<file path="src/rtl/seven_seg_mux_ctrl_if.sv">
// Signal bundle between display-data logic (master) and seven_seg_mux_ctrl (slave).
// The brightness input exists only when SEVEN_SEG_BRIGHTNESS_EN is defined.
interface seven_seg_mux_ctrl_if #(
  parameter int NUM_DIGITS = 4
);
  localparam int IDX_W = (NUM_DIGITS > 1) ? $clog2(NUM_DIGITS) : 1;

  logic                    enable;
  logic [4*NUM_DIGITS-1:0] digits;
  logic [NUM_DIGITS-1:0]   dp;
  logic [NUM_DIGITS-1:0]   digit_en;
  logic [NUM_DIGITS-1:0]   anode;
  logic [6:0]              segment;
  logic                    dp_n;
  logic [IDX_W-1:0]        digit_idx;
  logic                    frame_done;

`ifdef SEVEN_SEG_BRIGHTNESS_EN
  logic [3:0]              brightness;

  modport master (
    output enable, digits, dp, digit_en, brightness,
    input  anode, segment, dp_n, digit_idx, frame_done
  );
  modport slave (
    input  enable, digits, dp, digit_en, brightness,
    output anode, segment, dp_n, digit_idx, frame_done
  );
`else
  modport master (
    output enable, digits, dp, digit_en,
    input  anode, segment, dp_n, digit_idx, frame_done
  );
  modport slave (
    input  enable, digits, dp, digit_en,
    output anode, segment, dp_n, digit_idx, frame_done
  );
`endif
endinterface

</file>
<file path="src/rtl/seven_seg_mux_ctrl.sv">
// N-digit multiplexed seven-segment controller with per-frame data snapshot and blank gaps.
// Optional feature macro: SEVEN_SEG_BRIGHTNESS_EN (adds a 4-bit brightness duty control).
module seven_seg_mux_ctrl #(
  parameter int NUM_DIGITS  = 4,
  parameter int DWELL_TICKS = 4,
  parameter int BLANK_TICKS = 1
) (
  input logic                 div_clock,
  input logic                 reset,
  seven_seg_mux_ctrl_if.slave bus
);
  localparam int IDX_W = (NUM_DIGITS > 1) ? $clog2(NUM_DIGITS) : 1;
  localparam int MAX_T = (DWELL_TICKS > BLANK_TICKS) ? DWELL_TICKS : BLANK_TICKS;
  localparam int CNT_W = $clog2(MAX_T + 1);
  localparam logic [CNT_W-1:0] DWELL_LAST = CNT_W'(DWELL_TICKS - 1);
  localparam logic [CNT_W-1:0] BLANK_LAST = CNT_W'((BLANK_TICKS > 0) ? BLANK_TICKS - 1 : 0);
  localparam logic [IDX_W-1:0] IDX_LAST   = IDX_W'(NUM_DIGITS - 1);

  typedef enum logic [1:0] {
    IDLE  = 2'd0,
    BLANK = 2'd1,
    SHOW  = 2'd2
  } state_t;

  state_t                  state_q, state_d;
  logic [IDX_W-1:0]        idx_q, idx_d;
  logic [CNT_W-1:0]        cnt_q, cnt_d;
  logic [4*NUM_DIGITS-1:0] snap_dig_q, snap_dig_d;
  logic [NUM_DIGITS-1:0]   snap_dp_q, snap_dp_d;
  logic [NUM_DIGITS-1:0]   snap_en_q, snap_en_d;
  logic [NUM_DIGITS-1:0]   anode_q, anode_d;
  logic [6:0]              seg_q, seg_d;
  logic                    dp_n_q, dp_n_d;
  logic                    fdone_q, fdone_d;
  logic                    capture;
  logic                    lit;
`ifdef SEVEN_SEG_BRIGHTNESS_EN
  logic [3:0]              snap_br_q, snap_br_d;
  logic [31:0]             lit_lim;
`endif

  function automatic logic [6:0] hex7(input logic [3:0] v);
    case (v)
      4'h0:    hex7 = 7'b1000000;
      4'h1:    hex7 = 7'b1111001;
      4'h2:    hex7 = 7'b0100100;
      4'h3:    hex7 = 7'b0110000;
      4'h4:    hex7 = 7'b0011001;
      4'h5:    hex7 = 7'b0010010;
      4'h6:    hex7 = 7'b0000010;
      4'h7:    hex7 = 7'b1111000;
      4'h8:    hex7 = 7'b0000000;
      4'h9:    hex7 = 7'b0010000;
      4'hA:    hex7 = 7'b0001000;
      4'hB:    hex7 = 7'b0000011;
      4'hC:    hex7 = 7'b1000110;
      4'hD:    hex7 = 7'b0100001;
      4'hE:    hex7 = 7'b0000110;
      default: hex7 = 7'b0001110;
    endcase
  endfunction

  // Next-state: slot sequencing and snapshot capture at frame boundaries
  always_comb begin
    state_d    = state_q;
    idx_d      = idx_q;
    cnt_d      = cnt_q;
    fdone_d    = 1'b0;
    capture    = 1'b0;
    snap_dig_d = snap_dig_q;
    snap_dp_d  = snap_dp_q;
    snap_en_d  = snap_en_q;
`ifdef SEVEN_SEG_BRIGHTNESS_EN
    snap_br_d  = snap_br_q;
`endif
    if (!bus.enable) begin
      state_d = IDLE;
      idx_d   = '0;
      cnt_d   = '0;
    end else begin
      case (state_q)
        IDLE: begin
          capture = 1'b1;
          idx_d   = '0;
          cnt_d   = '0;
          state_d = (BLANK_TICKS > 0) ? BLANK : SHOW;
        end
        BLANK: begin
          if (cnt_q == BLANK_LAST) begin
            cnt_d   = '0;
            state_d = SHOW;
          end else begin
            cnt_d = cnt_q + 1'b1;
          end
        end
        SHOW: begin
          if (cnt_q == DWELL_LAST) begin
            cnt_d   = '0;
            state_d = (BLANK_TICKS > 0) ? BLANK : SHOW;
            if (idx_q == IDX_LAST) begin
              idx_d   = '0;
              fdone_d = 1'b1;
              capture = 1'b1;
            end else begin
              idx_d = idx_q + 1'b1;
            end
          end else begin
            cnt_d = cnt_q + 1'b1;
          end
        end
        default: begin
          state_d = IDLE;
          idx_d   = '0;
          cnt_d   = '0;
        end
      endcase
    end
    if (capture) begin
      snap_dig_d = bus.digits;
      snap_dp_d  = bus.dp;
      snap_en_d  = bus.digit_en;
`ifdef SEVEN_SEG_BRIGHTNESS_EN
      snap_br_d  = bus.brightness;
`endif
    end
  end

  // Outputs are derived from next-state so they register on the same edge as the FSM
  always_comb begin
    anode_d = '1;
    seg_d   = 7'h7F;
    dp_n_d  = 1'b1;
    lit     = 1'b1;
`ifdef SEVEN_SEG_BRIGHTNESS_EN
    lit_lim = ((32'(snap_br_d) + 32'd1) * 32'(DWELL_TICKS)) >> 4;
    lit     = (32'(cnt_d) < lit_lim);
`endif
    if (state_d == SHOW) begin
      seg_d          = hex7(snap_dig_d[{idx_d, 2'b00} +: 4]);
      dp_n_d         = ~snap_dp_d[idx_d];
      anode_d[idx_d] = ~(snap_en_d[idx_d] & lit);
    end
  end

  always_ff @(posedge div_clock or posedge reset) begin
    if (reset) begin
      state_q    <= IDLE;
      idx_q      <= '0;
      cnt_q      <= '0;
      snap_dig_q <= '0;
      snap_dp_q  <= '0;
      snap_en_q  <= '0;
`ifdef SEVEN_SEG_BRIGHTNESS_EN
      snap_br_q  <= '0;
`endif
      anode_q    <= '1;
      seg_q      <= 7'h7F;
      dp_n_q     <= 1'b1;
      fdone_q    <= 1'b0;
    end else begin
      state_q    <= state_d;
      idx_q      <= idx_d;
      cnt_q      <= cnt_d;
      snap_dig_q <= snap_dig_d;
      snap_dp_q  <= snap_dp_d;
      snap_en_q  <= snap_en_d;
`ifdef SEVEN_SEG_BRIGHTNESS_EN
      snap_br_q  <= snap_br_d;
`endif
      anode_q    <= anode_d;
      seg_q      <= seg_d;
      dp_n_q     <= dp_n_d;
      fdone_q    <= fdone_d;
    end
  end

  assign bus.anode      = anode_q;
  assign bus.segment    = seg_q;
  assign bus.dp_n       = dp_n_q;
  assign bus.digit_idx  = idx_q;
  assign bus.frame_done = fdone_q;
endmodule
</file>
<file path="src/flat_wrapper.sv">
// flat-port wrapper written by rule: the top's interface ports become plain ports
module seven_seg_mux_ctrl_flat 
#(
  parameter int NUM_DIGITS  = 4,
  parameter int DWELL_TICKS = 4,
  parameter int BLANK_TICKS = 1
)
  (div_clock, reset, bus_enable, bus_digits, bus_dp, bus_digit_en, bus_anode, bus_segment, bus_dp_n, bus_digit_idx, bus_frame_done);
  seven_seg_mux_ctrl_if #(.NUM_DIGITS(NUM_DIGITS)) bus_i ();
  input logic div_clock;
  input logic reset;
  input wire logic [$bits(bus_i.enable)-1:0] bus_enable;
  input wire logic [$bits(bus_i.digits)-1:0] bus_digits;
  input wire logic [$bits(bus_i.dp)-1:0] bus_dp;
  input wire logic [$bits(bus_i.digit_en)-1:0] bus_digit_en;
  output wire logic [$bits(bus_i.anode)-1:0] bus_anode;
  output wire logic [$bits(bus_i.segment)-1:0] bus_segment;
  output wire logic [$bits(bus_i.dp_n)-1:0] bus_dp_n;
  output wire logic [$bits(bus_i.digit_idx)-1:0] bus_digit_idx;
  output wire logic [$bits(bus_i.frame_done)-1:0] bus_frame_done;
  assign bus_i.enable = bus_enable;
  assign bus_i.digits = bus_digits;
  assign bus_i.dp = bus_dp;
  assign bus_i.digit_en = bus_digit_en;
  assign bus_anode = bus_i.anode;
  assign bus_segment = bus_i.segment;
  assign bus_dp_n = bus_i.dp_n;
  assign bus_digit_idx = bus_i.digit_idx;
  assign bus_frame_done = bus_i.frame_done;
  seven_seg_mux_ctrl #(.NUM_DIGITS(NUM_DIGITS), .DWELL_TICKS(DWELL_TICKS), .BLANK_TICKS(BLANK_TICKS)) u_core (.div_clock(div_clock), .reset(reset), .bus(bus_i));
endmodule
</file>
<file path="config.mk">
export PLATFORM = sky130hd
export DESIGN_NAME = seven_seg_mux_ctrl_flat
export DESIGN_NICKNAME = d
export VERILOG_FILES = /design/src/rtl/seven_seg_mux_ctrl_if.sv /design/src/rtl/seven_seg_mux_ctrl.sv /design/src/flat_wrapper.sv
export SDC_FILE = /design/constraint.sdc
export NUM_CORES = 1
export LEC_CHECK = 0
export ABC_AREA = 1
export BUFFER_PORTS_ARGS = -buffer_cell sky130_fd_sc_hd__buf_2
export CAP_MARGIN = 15
export CORE_UTILIZATION = 55
export CTS_BUF_LIST = sky130_fd_sc_hd__clkbuf_4 sky130_fd_sc_hd__clkbuf_8 sky130_fd_sc_hd__clkbuf_16
export DETAILED_ROUTE_END_ITERATION = 8
export HOLD_SLACK_MARGIN = 0.06
export PLACE_DENSITY = 0.83
export SETUP_SLACK_MARGIN = 0.2
export SYNTH_ARGS = -nofsm -noshare
export SYNTH_HDL_FRONTEND = slang
export SYNTH_SLANG_ARGS = --single-unit
</file>
<file path="constraint.sdc">
create_clock -name div_clock -period 3.7 [get_ports div_clock]
set_input_delay 0.74 -clock div_clock [delete_from_list [all_inputs] [get_ports div_clock]]
set_output_delay 0.74 -clock div_clock [all_outputs]
set_load 0.02 [all_outputs]
</file>
After elaboration in Yosys (flattened, before gate mapping)
Memory sizes are Yosys's and may differ from the RTL's.
Cells that the tools add are included.
{ "classes": {"addsub": 2, "mul": 0, "div_mod_pow": 0, "magnitude_cmp": 2, "eq_ne": 5, "shifts": 1, "mux": 30, "bitwise": 4, "n_reduce_logical": 3} }
{ "op_table": {"columns": ["cell", "count"], "rows": [
  ["$mux 16", 1],
  ["$shiftx 16x5->4", 1],
  ["$mux 2", 6],
  ["$mux 4", 3],
  ["$mux 1", 9],
  ["$mux 3", 3],
  ["$mux 7", 1],
  ["$eq 2x2->1 const B", 3],
  ["$pmux 2 s3", 1],
  ["$pmux 3 s2", 1],
  ["$bmux 1 s2", 2],
  ["$not 4->4", 1],
  ["$or 4x4->4", 1],
  ["$pmux 2 s2", 1],
  ["$add 3x1->3 const B", 1],
  ["$eq 3x2->1 const B", 1],
  ["$logic_not 3->1", 1],
  ["$lt 2x3->1 const B", 1],
  ["$add 2x1->2 const B", 1],
  ["$demux 1 s2", 1],
  ["$eq 2x1->1 const B", 1],
  ["$ge 2x1->1 const B", 1],
  ["$logic_not 2->1", 1],
  ["$not 1->1", 2],
  ["2 further kinds", 2]
]} }
{ "totals": {"ff_bits": 44, "latch_bits": 0, "mem_bits_rw": 0, "mem_bits_ro": 112, "in_bits": 27, "output_inout_bits": 15, "wordCells": 58, "n_memories": 1} }
{ "memory_table": {"columns": ["memory", "depth", "width", "rd", "rd_ports_with_merged_regs", "write_ports", "line", "text"], "rows": [
  ["(no name shown)", 16, 7, 1, 0, 0, "seven_seg_mux_ctrl.sv:43", "case (v)"]
]} }

Depth between registers and ports, before layout
{ "logic_depth": {"word_depth": 12, "depth_mapped": 19, "ltp_nobuf": 18} }

Least setup slack after synthesis
No wires, ideal clock.
{ "synth_timing": {"path_kind": "register -> register", "start": "register u_core.cnt_q[0]", "end": "register u_core.seg_q[0], in the netlist u_core.bus.segment[0]", "setup_time_ns": 0.083, "t_arrival_ns": 2.131, "path_slack_ns": 1.486, "path_stages_with_launch": 18, "path_buffers": 2, "cell_sequence": "dfrtp_1 -> ha_1 -> ha_1 -> nand3_2 -> nand2_2 -> buf_6 -> buf_8 -> nand3_1 -> nand2_1 -> nand3_1 -> nand2_2 -> nor2_4 -> inv_1 -> ha_1 -> nand3_1 -> nand2_1 -> nand2_1 -> nand3_1"} }
{ "synth_between": {"elab_chain_len": 8, "word_cells_on_any_way": 17} }
{ "synth_lines": {"columns": ["item", "line", "text"], "rows": [
  ["from (decl)", "seven_seg_mux_ctrl.sv:27", "logic [CNT_W-1:0] cnt_q, cnt_d;"],
  ["from (signal assigned)", "seven_seg_mux_ctrl.sv:163", "cnt_q <= cnt_d;"],
  ["$eq 3x2->1", "seven_seg_mux_ctrl.sv:97", "if (cnt_q == DWELL_LAST) begin"],
  ["$mux 1", "seven_seg_mux_ctrl.sv:97", null],
  ["$pmux 1 s2", "seven_seg_mux_ctrl.sv:81", "case (state_q)"],
  ["$mux 1", "seven_seg_mux_ctrl.sv:76", "if (!bus.enable) begin"],
  ["$mux 16", "seven_seg_mux_ctrl.sv:118", "if (capture) begin"],
  ["via u_core.snap_dig_d[5]", "seven_seg_mux_ctrl.sv:28", "logic [4*NUM_DIGITS-1:0] snap_dig_q, snap_dig_d;"],
  ["$shiftx 16x5->4", "seven_seg_mux_ctrl.sv:139", "seg_d = hex7(snap_dig_d[{idx_d, 2'b00} +: 4]);"],
  ["$mem_v2 16x7", null, null],
  ["$mux 7", "seven_seg_mux_ctrl.sv:138", "if (state_d == SHOW) begin"],
  ["via u_core.seg_d[0]", "seven_seg_mux_ctrl.sv:32", "logic [6:0] seg_q, seg_d;"],
  ["to (signal assigned)", "seven_seg_mux_ctrl.sv:171", "seg_q <= seg_d;"],
  ["to (decl)", "seven_seg_mux_ctrl.sv:32", null]
]} }
The timed path passes the listed nets, and every way through them passes these cells.

Final worst setup path
{ "layout_timing": {"start": "register u_core.state_q[0]", "end": "register u_core.seg_q[0], in the netlist u_core.bus.segment[0]"} }
{ "layout_between": {"elab_chain_len": 7, "word_cells_on_any_way": 16} }
{ "layout_lines": {"columns": ["item", "line", "text"], "rows": [
  ["from (decl)", "seven_seg_mux_ctrl.sv:25", "state_t state_q, state_d;"],
  ["from (signal assigned)", "seven_seg_mux_ctrl.sv:161", "state_q <= state_d;"],
  ["$eq 2x2->1 / $logic_not 2->1 (equally long branches)", "seven_seg_mux_ctrl.sv:81", null],
  ["$pmux 1 s2 (*)", "seven_seg_mux_ctrl.sv:81", null],
  ["$mux 1 (*)", "seven_seg_mux_ctrl.sv:76", null],
  ["$mux 16 (*)", "seven_seg_mux_ctrl.sv:118", null],
  ["via u_core.snap_dig_d[5]", "seven_seg_mux_ctrl.sv:28", null],
  ["$shiftx 16x5->4 (*)", "seven_seg_mux_ctrl.sv:139", null],
  ["$mem_v2 16x7 (*)", null, null],
  ["$mux 7 (*)", "seven_seg_mux_ctrl.sv:138", null],
  ["via u_core.seg_d[0]", "seven_seg_mux_ctrl.sv:32", null]
]} }
Mark *: on every way through the listed nets, which the timed path passes. The rest lies on a longest branch.

==> impl_results.md <==
* Worst-path maximum fanout at 23
* Wire length of the first global-routing pass at 9211 um
* Starting density of the core at 58.47%
* Slew headroom at 37.64%
* Time the worst path needs with I/O delays and setup at 2.904 ns
* Number of global-route vias before repair at 2062
* Violated checks: DRC
* Antenna violations before repair at 0
* Cell area after synthesis at 0.002599 mm2
* Total of endpoints with negative setup slack in the final report at 0
* Inserted Clock Buffers at 5
* TritonCTS clock tree: built
* Unrepaired setup endpoints after global routing: no
* Clk Latency, worst-skew pair at 0.31 ns
* Worst R2R Path Depth at 16
* Slowest cell on crit path: sky130_fd_sc_hd__dfrtp_1
* Slack of the critical path at 0.7955 ns
* Leak pwr at 0.001562 uW
* Startpoint Class: register
* Hold buffer count at cts at 0
* RePlAce Congestion at 0.8620
* Layout net count at 398
* Worst path top cell family by delay: simple AND/OR/NAND/NOR gates
* Synthesized netlist cell count at 314
* Peak per-stage delay on the critical path at 0.42 ns
* Worst-path clk slew at 0.09 ns
* GRT Util Overall at 23.96%
* Standard-cell rows at 24
* Transition time of the tightest slew-check pin at 0.9344 ns
* Sequential-to-total area share from yosys stat at 42.95%
* Finished Layout Cells at 408
* Port Buffers at 41
* Die Outline Area at 0.005004 mm2
* Total gr overflow at 0
* Top-Level Pins at 42
* Total detailed-routing wirelength at 5588 um
* Slew Limit Fails at 0
* Fraction of final layout cells with drive strength greater than 1 at 30.34%
* Largest buffer count on any clock path at 2
* Status: finished with violations
* Hold WC Path Type: reg -> reg
* Post-DRT Antenna Nets at 0
* DP Worst Slack at 0.7574 ns
* Count of state elements after synthesis at 44
* Chip Height at 70.74 um
* Type of element capturing the critical path: register
* Power per Cell Area at 430.5 mW/mm2
* H-tree Lvls at 2
* Final hold violation count at 0
* Average cell area after synthesis at 8.276 um2
* Overall via count from detail_route at 2120
* Diodes inserted at 0
* Hold path depth at 1
* Num Clock Sinks at 44
* Total nets after synthesis at 357
* Drt drc at 8
* Maximum number of pins on one net before global-route repair at 26
* Average wire length per cell after detail routing at 13.70 um
* Count of buffer and inverter cells on the critical path at 2
* Crit path top cell by count: sky130_fd_sc_hd__nand2_1
* Start-to-end type of the worst setup path: reg -> reg
* Number of maximum-capacitance constraint violations at 0
* Worst-path cell chain: inv_1 > ha_1 > nand3_2 > nand2_2 > nand2_2 > nand2_1 > nand2_1 > nand3_1 > nand2_2 > nor2_4 > inv_1 > ha_1 > nand3_1 > nand2_1 > nand2_1 > nand3_1
* Required time reported for the critical path endpoint at 3.94 ns
* Total Neg Setup Slack at 0 ns
* Number of library cell types mapped by synthesis at 31
* Buffer type at the clock tree root: sky130_fd_sc_hd__clkbuf_8
* Maximum achievable frequency at 344.3 MHz
* Area Growth Syn to Fin at 12.13%
* Setup bufs post-CTS at 0
* HPWL after DPL at 4016 um
* Floorplan die width at 70.74 um
* CP Depth at 16
* Peak ir drop on the vdd network at 0.2179 mV
* Final worst-path cycle share at 78.50%
* Quantity of gates resized following cts at 0
* Average via count per standard cell at 5.196
* Fill cell count at 379
* Worst clock skew at 0.01377 ns
* Count of warnings emitted by yosys at 0
* Worst Path Arrival at 3.14 ns
* Iter 0 DRT Violations at 117
* Post-placement cell count at 400
* Number of search-and-repair iterations in the first detailed-routing pass at 6
* Core Footprint at 0.004444 mm2
==> stage by stage <==
stage / utilization, % / cell area (um2) / total power (uW) / hold slack [ns]
after global routing: 65.57 / 2914 / 1328 / 0.4837
after global placement: 62.84 / 2793 / 854.8 / 0.4519
final: 65.57 / 2914 / 1254 / 0.4697
after detailed placement: 62.84 / 2793 / 866.0 / 0.4543
after floorplan: - / 2599 / 803.6 / 0.4377
after CTS: 65.57 / 2914 / 1260 / 0.4720
==> sequential cells by signal (all words and copies together), names as in the netlist <==
| name | count |
|---|---|
| u_core.bus.dp_n | 1 |
| u_core.bus.segment | 7 |
| u_core.bus.digit_idx | 2 |
| u_core.snap_dig_q | 16 |
| u_core.snap_en_q | 4 |
| u_core.bus.frame_done | 1 |
| u_core.snap_dp_q | 4 |
| u_core.cnt_q | 3 |
| u_core.state_q | 2 |
| u_core.bus.anode | 4 |
==> routing by layer <==
metal | share of wire [%] | track usage [%] | up-vias
met5 | 0 | 0 | -
met4 | 3.3 | 14.00 | 0
met3 | 4.9 | 5.983 | 17
met2 | 48 | 37.71 | 61
met1 | 44 | 30.10 | 976
li1 | - | - | 1066
==> area by class of cell <==
type                    count  area, um2  area share [%]
clock buffers               6      82.58           2.834
inverters                  33      123.9           4.251
multi-input cells         228       1267           43.50
clock inverters             2      38.79           1.331
flip-flops and latches     44       1116           38.30
well taps                  52      65.06           2.233
repair buffers             43      220.2           7.557
==> cells in the final DEF (no fill, tap or decap), drive strengths merged <==
master	netlist	final
bufinv	0	1
o21ai	3	3
o22ai	1	1
clkbuf	0	6
ha	16	16
nor3	1	1
nor2	15	15
nand3	52	52
a22oi	1	1
clkinv	0	1
dfrtp	32	32
buf	9	43
mux2	1	1
dfstp	12	12
or2	3	3
o21a	3	3
inv	33	33
a211oi	1	1
o211ai	1	1
nand2	125	125
a21oi	5	5
==> Yosys cell counts (all sizes together) <==
cell type	count	area share, %
nor2	15	3.1
or2	3	0.72
dfstp	12	12
nor3	1	0.19
inv	33	4.8
a21oi	5	1.5
ha	16	7.7
nand2	125	21
o21a	3	0.87
dfrtp	32	31
buf	9	3.5
a211oi	1	0.29
o22ai	1	0.24
o211ai	1	0.29
o21ai	3	0.58
mux2	1	0.43
a22oi	1	0.29
nand3	52	12
==> cells by family after synthesis <==
logic type      synth area share [%]
compound gates                 4.093
fa+ha+maj                      7.703
buf+inv                        8.280
flops                          42.95
mux                           0.4333
simple gates                   36.54
==> final timing paths <==
path / start / to / slack [ns]
worst min register to register: u_core.cnt_q[0]$_DFF_PP0_ / u_core.cnt_q[0]$_DFF_PP0_ / 0.47
max in group asynchronous: reset / u_core.bus.digit_idx[0]$_DFF_PP0_ / 2.36
worst min-delay path: u_core.cnt_q[0]$_DFF_PP0_ / u_core.cnt_q[0]$_DFF_PP0_ / 0.47
worst max register to register: u_core.state_q[0]$_DFF_PP0_ / u_core.bus.segment[0]$_DFF_PP1_ / 0.80
worst max-delay path: u_core.state_q[0]$_DFF_PP0_ / u_core.bus.segment[0]$_DFF_PP1_ / 0.80
min in group asynchronous: reset / u_core.snap_dp_q[0]$_DFF_PP0_ / 0.63
==> where the power goes <==
group | internal (uW) | switching, uW
sequential | 537 | 15.9
clock | 221 | 172
combinational | 105 | 205
total | 862 | 392
(Power assumes the default switching activity.)
